**config.mk**
```make
export PLATFORM = sky130hd
export DESIGN_NAME = ex_stage
export DESIGN_NICKNAME = d
export VERILOG_FILES = /design/src/rtl/ex_stage.sv
export SDC_FILE = /design/constraint.sdc
export NUM_CORES = 1
export LEC_CHECK = 0
export BUFFER_PORTS_ARGS = -buffer_cell sky130_fd_sc_hd__buf_4
export CAP_MARGIN = 20
export CORE_ASPECT_RATIO = 1.5
export CORE_MARGIN = 10
export CORE_UTILIZATION = 25
export CTS_BUF_LIST = sky130_fd_sc_hd__clkbuf_16
export CTS_CLUSTER_SIZE = 28
export DETAILED_ROUTE_END_ITERATION = 7
export PLACE_DENSITY = 0.52
export REMOVE_ABC_BUFFERS = 1
export SLEW_MARGIN = 40
export SYNTH_ARGS = -nofsm -noshare
export SYNTH_HDL_FRONTEND = slang
export SYNTH_HIERARCHICAL = 1
export SYNTH_SLANG_ARGS = --single-unit
```
**constraint.sdc**
```tcl
create_clock -name clk -period 4.7 [get_ports clk]
set_input_delay 0.235 -clock clk [delete_from_list [all_inputs] [get_ports clk]]
set_output_delay 0.235 -clock clk [all_outputs]
set_load 0.005 [all_outputs]
```
**src/rtl/ex_stage.sv**
```systemverilog
// Execute stage: forwarding operand select, ALU, iterative shift-add multiplier
// and the EX/MEM pipeline register (whose ALU result doubles as the MEM forward source).

module fwd_mux #(
  parameter int DW = 32
) (
  input  logic [1:0]    sel,
  input  logic [DW-1:0] rd,
  input  logic [DW-1:0] mem_fwd,
  input  logic [DW-1:0] wb_fwd,
  output logic [DW-1:0] y
);
  always_comb begin
    y = rd;
    case (sel)
      2'b10:   y = mem_fwd;
      2'b01:   y = wb_fwd;
      default: y = rd;
    endcase
  end
endmodule

module ex_stage #(
  parameter int DW = 32,
  parameter int RW = 4
) (
  input  logic          clk,
  input  logic          rst_n,
  input  logic          id_valid,
  input  logic [DW-1:0] id_rd1,
  input  logic [DW-1:0] id_rd2,
  input  logic [DW-1:0] id_imm,
  input  logic          id_alusrc,
  input  logic [3:0]    id_aluop,
  input  logic [RW-1:0] id_wn,
  input  logic          id_enrw,
  input  logic          id_memrd,
  input  logic          id_memwr,
  input  logic [1:0]    FA,
  input  logic [1:0]    FB,
  input  logic [DW-1:0] wb_fwd_data,
  input  logic          ex_flush,
  output logic          ex_busy,
  output logic          mem_valid,
  output logic          mem_enrw,
  output logic          mem_memrd,
  output logic          mem_memwr,
  output logic [DW-1:0] mem_alu,
  output logic [DW-1:0] mem_store_data,
  output logic [RW-1:0] mem_wn
);
  localparam int SW = $clog2(DW);
  localparam logic [3:0] OP_MUL = 4'd8;

  typedef enum logic [1:0] {S_IDLE, S_MUL, S_DONE} state_t;
  state_t state, state_nxt;

  // operand forwarding: index 0 is A (FA/rd1), index 1 is B (FB/rd2)
  logic [1:0][DW-1:0] rd_v, fwd_v;
  logic [1:0][1:0]    sel_v;
  assign rd_v  = {id_rd2, id_rd1};
  assign sel_v = {FB, FA};

  for (genvar i = 0; i < 2; i++) begin : g_fwd
    fwd_mux #(.DW(DW)) u_mux (
      .sel     (sel_v[i]),
      .rd      (rd_v[i]),
      .mem_fwd (mem_alu),
      .wb_fwd  (wb_fwd_data),
      .y       (fwd_v[i])
    );
  end

  logic [DW-1:0] opa, opb_fwd, opb, alu_res;
  logic [SW-1:0] shamt;
  assign opa     = fwd_v[0];
  assign opb_fwd = fwd_v[1];
  assign opb     = id_alusrc ? id_imm : opb_fwd;
  assign shamt   = opb[SW-1:0];

  // MUL yields 0 here; its result comes from the multiplier in DONE
  always_comb begin
    alu_res = '0;
    case (id_aluop)
      4'd0: alu_res = opa + opb;
      4'd1: alu_res = opa - opb;
      4'd2: alu_res = opa & opb;
      4'd3: alu_res = opa | opb;
      4'd4: alu_res = opa ^ opb;
      4'd5: alu_res = {{(DW-1){1'b0}}, ($signed(opa) < $signed(opb))};
      4'd6: alu_res = opa << shamt;
      4'd7: alu_res = opa >> shamt;
      default: alu_res = '0;
    endcase
  end

  logic          mul_start;
  logic [DW-1:0] mul_a, mul_b, acc, store_q;
  logic [SW-1:0] cnt;

  assign mul_start = (state == S_IDLE) && id_valid && (id_aluop == OP_MUL) && !ex_flush;
  assign ex_busy   = mul_start || (state == S_MUL);

  always_ff @(posedge clk or negedge rst_n) begin
    if (!rst_n) state <= S_IDLE;
    else        state <= state_nxt;
  end

  always_comb begin
    state_nxt = state;
    case (state)
      S_IDLE: if (mul_start) state_nxt = S_MUL;
      S_MUL:  if (cnt == SW'(DW-1)) state_nxt = S_DONE;
      S_DONE: state_nxt = S_IDLE;
      default: state_nxt = S_IDLE;
    endcase
    if (ex_flush) state_nxt = S_IDLE;
  end

  // one multiplier bit per cycle; operands frozen at start so forwarding can't disturb it
  always_ff @(posedge clk or negedge rst_n) begin
    if (!rst_n) begin
      mul_a   <= '0;
      mul_b   <= '0;
      acc     <= '0;
      store_q <= '0;
      cnt     <= '0;
    end else if (mul_start) begin
      mul_a   <= opa;
      mul_b   <= opb;
      acc     <= '0;
      store_q <= opb_fwd;
      cnt     <= '0;
    end else if (state == S_MUL) begin
      acc   <= acc + (mul_b[0] ? mul_a : '0);
      mul_a <= mul_a << 1;
      mul_b <= mul_b >> 1;
      cnt   <= cnt + SW'(1);
    end
  end

  logic bubble;
  assign bubble = ex_flush || mul_start || (state == S_MUL) || !id_valid;

  always_ff @(posedge clk or negedge rst_n) begin
    if (!rst_n) begin
      mem_valid      <= 1'b0;
      mem_enrw       <= 1'b0;
      mem_memrd      <= 1'b0;
      mem_memwr      <= 1'b0;
      mem_alu        <= '0;
      mem_store_data <= '0;
      mem_wn         <= '0;
    end else if (bubble) begin
      mem_valid <= 1'b0;
      mem_enrw  <= 1'b0;
      mem_memrd <= 1'b0;
      mem_memwr <= 1'b0;
    end else begin
      mem_valid      <= 1'b1;
      mem_enrw       <= id_enrw;
      mem_memrd      <= id_memrd;
      mem_memwr      <= id_memwr;
      mem_alu        <= (state == S_DONE) ? acc : alu_res;
      mem_store_data <= (state == S_DONE) ? store_q : opb_fwd;
      mem_wn         <= id_wn;
    end
  end
endmodule

```
==> metrics <==
status complete, no violations; post-cts sizing count 0; MaxCap Viol Count 0; Area Growth Syn to Fin 22.6%; share of the synthesized area in the top cell type 25.3%; gr ovfl total 0; largest net degree at the start of global routing 93; Comb pwr share 46.0%; synth top area cells dfrtp_1 (25%), ha_1 (9.4%), nand2_1 (9.2%); clock-pin slew on the worst setup and hold paths 70 ps; worst-path fanout max 5; Synth area leader dfrtp_1; Tcrit/Tclk final 87.8%; share of cells above drive strength 1 17.8%; antenna viol nets, final 0; Synth cell types 98; clock buffer depth 3; drt pass-1 iters 7; post-CTS setup buffer count 0; #FFs+latches synth 207; Sw Pwr 3.71 mW; Min-Delay Path Class input pin to flip-flop; DRC 0; Final WS setup 574 ps; R2R Path Start mem_alu[0]$_DFFE_PN0P_; hold buffers post-CTS 9; average cell area after synthesis 7.58 um2; core area 81200 um2; gr usage total 20.9%; internal cell power 4.83 mW; TritonCTS clock tree built; fin util 30.9%; mapped cell area 20500 um2; die width 254 um; required time of the critical path 5140 ps; WL/cell 25.3 um; # port buffers 220; Post-DP Area 24200 um2; CP arrival 4570 ps; Worst Hold End store_q[14]$_DFFE_PN0P_; total CTS buffers 25; Multi-input gate area 14100 um2; post-layout minimum cycle time 4130 ps; critical path class flip-flop to flip-flop; Std-Cell Rows 128; Final setup viols 0; initial antenna violation count 5; gpl congestion 1.00; DR vias 22295; P per Cell Area 340 nW/um2; Worst Clk Skew 25.5 ps; Worst Tran Pin Value 942 ps; CTS HTree Levels 1; CP Launch Type flip-flop; Syn Inst Count 2701; VDD IR max 0.230 mV; reg2reg end mem_alu[28]$_DFFE_PN0P_; slew margin rel. 36.5%; first-pass GRT wire length 150 mm; max-slew violation count 0; crit end category flip-flop; number of global-route vias before repair 22861; clk_lat worst skew 590 ps; Die Y 371 um; sw frac 43.5%; Clk pwr share 23.4%; via/cell ratio 5.55; Final Hold Viols 0; Leak Pwr 11.4 nW; fillcell total 8819; async set or reset register ratio after synthesis 100%; finished layout cell area 25100 um2; die area 94000 um2; Worst Hold Launch id_rd2[14]; Root Driver clkbuf_16; Post-synth EDFFs 0; R2R Setup Slk 570 ps; warning count from the yosys run 6; Place WS 264 ps; RSZ-0062 raised after global routing false; Iter 0 DRT Violations 1945; HPWL after DPL 77.9 mm; Net count, final 3260; final wirelength 101 mm; Worst R2R Path Depth 19; CTS Sinks 207; IO Count 221; leading register cell type out of synthesis dfrtp_1; Max Clock Freq 242 MHz; Hold Path Depth 5; part of the power in registers 30.5%; Seq/Total Area, Yosys 25.3%; FF/Latch Area 5180 um2; Initial Util 25.2%
[kinds of logic after synthesis]
group,count (synthesis),synth area share (%)
and+or+nand+nor,970,20.5
AOI/OAI and AO/OA,869,28.3
buffers and inverters,306,6.53
DFF,207,25.3
adders and majority gates,157,9.70
muxes,156,8.11
xor gates and xnor gates,36,1.54
[power by group through the flow]
stage,Combinational (mW),Sequential [mW],Clock [mW]
after CTS,3.89,2.60,2.06
after global routing,4.28,2.65,2.10
after floorplan,2.29,2.47,0
after global placement,3.86,2.62,0
final,3.93,2.61,2.00
after detailed placement,3.86,2.62,0
[worst max-delay path by stage]
stage | depth (start not counted) | to | slack, ps | from
6_report | 19 | mem_alu[28]$_DFFE_PN0P_ | 570 | mem_alu[0]$_DFFE_PN0P_
5_1_grt | 19 | mem_alu[28]$_DFFE_PN0P_ | 340 | mem_alu[0]$_DFFE_PN0P_
4_1_cts | 19 | mem_alu[28]$_DFFE_PN0P_ | 580 | mem_alu[0]$_DFFE_PN0P_
3_5_place_dp | 18 | mem_alu[31]$_DFFE_PN0P_ | 260 | FA[0]
3_3_place_gp | 18 | mem_alu[17]$_DFFE_PN0P_ | 250 | FA[0]
2_1_floorplan | 15 | mem_alu[17]$_DFFE_PN0P_ | -3700 | FB[0]
[Yosys cell counts (5+ instances only)]
cell type	instances
mux2i_1	134
a221o_1	37
o221ai_1	16
o21ai_1	69
a211oi_1	26
o31ai_1	7
nand2_1	501
a31oi_1	58
a221oi_1	33
nor3_1	25
buf_4	6
or2_2	9
nor3b_1	7
nand4_1	14
nor2b_1	13
ha_1	154
nor2_1	235
a21o_1	20
a2111oi_0	5
nand2b_1	22
and2_1	35
o21a_1	10
o22ai_1	23
a21oi_1	179
xor2_1	15
a22oi_1	108
o21ai_0	140
nand3_1	56
o211ai_1	34
o21bai_1	17
a21boi_0	6
and3_1	15
a31o_2	5
nor4_1	9
buf_2	53
dfrtp_1	207
xnor2_1	21
inv_1	105
clkbuf_1	107
or3_1	8
o2111ai_1	15
mux2_2	14
buf_1	18
buf_6	13
[layout make-up]
cell class / instances / share of cell area, %
multi-input combinational: 2188 / 56.0
inverter: 109 / 1.65
clock inverter: 20 / 0.648
timing repair buffer: 424 / 13.3
sequential: 207 / 20.6
antenna: 3 / 0.0299
tap: 1040 / 5.18
clock buffer: 25 / 2.49
[per-stage QoR]
step,instances,TNS [ps],total power [mW],hold WS [ps]
6_report,4016,0,8.54,37.6
5_1_grt,4015,0,9.03,56.0
4_1_cts,4013,0,8.55,4.87
3_5_place_dp,3959,0,6.49,234
3_3_place_gp,3959,0,6.48,238
2_1_floorplan,2504,-197690,4.75,-60.6
[routing by layer]
metal	vias up	routed length, um	track usage, %
met5	-	31	0
li1	10268	-	-
met3	298	5210	2.49
met1	10903	37700	22.6
met4	4	8050	15.3
met2	822	50500	37.2
[registers in the layout, summed over array words and instances (netlist names)]
| signal | cells |
|---|---|
| acc | 32 |
| cnt | 5 |
| mem_alu | 32 |
| mem_enrw | 1 |
| mem_memrd | 1 |
| mem_memwr | 1 |
| mem_store_data | 32 |
| mem_valid | 1 |
| mem_wn | 4 |
| mul_a | 32 |
| mul_b | 32 |
| state | 2 |
| store_q | 32 |
[cell usage in the layout (no fill, tap or decap), types with 21 or more instances in the layout]
cell,Yosys,layout
a221o_1,37,37
a221oi_1,33,33
o21ai_0,140,140
clkbuf_16,0,25
inv_1,105,109
o21ai_1,69,69
a31oi_1,58,58
mux2i_1,134,133
a211oi_1,26,26
a21oi_1,179,179
nand3_1,56,55
o22ai_1,23,23
dfrtp_1,207,207
xnor2_1,21,21
and2_1,35,35
nand2_1,501,500
a22oi_1,108,108
buf_4,6,401
ha_1,154,151
nor2_1,235,232
o211ai_1,34,34
nor3_1,25,23
[worst max-delay path: stages, from the launching register on]
cell       delay [ps]
dfrtp_1           520
a22oi_1           200
o21ai_1           130
mux2i_4           220
inv_4              50
ha_1              210
fa_1              440
nor2_1            150
o221ai_1          230
a211oi_2          340
buf_4             180
o211ai_1           90
buf_4             200
a31oi_2           300
a21boi_2          110
buf_4             160
buf_4             130
o2bb2ai_1         110
o21ai_1           130
nand3_1            90
(Power assumes the default switching activity.)
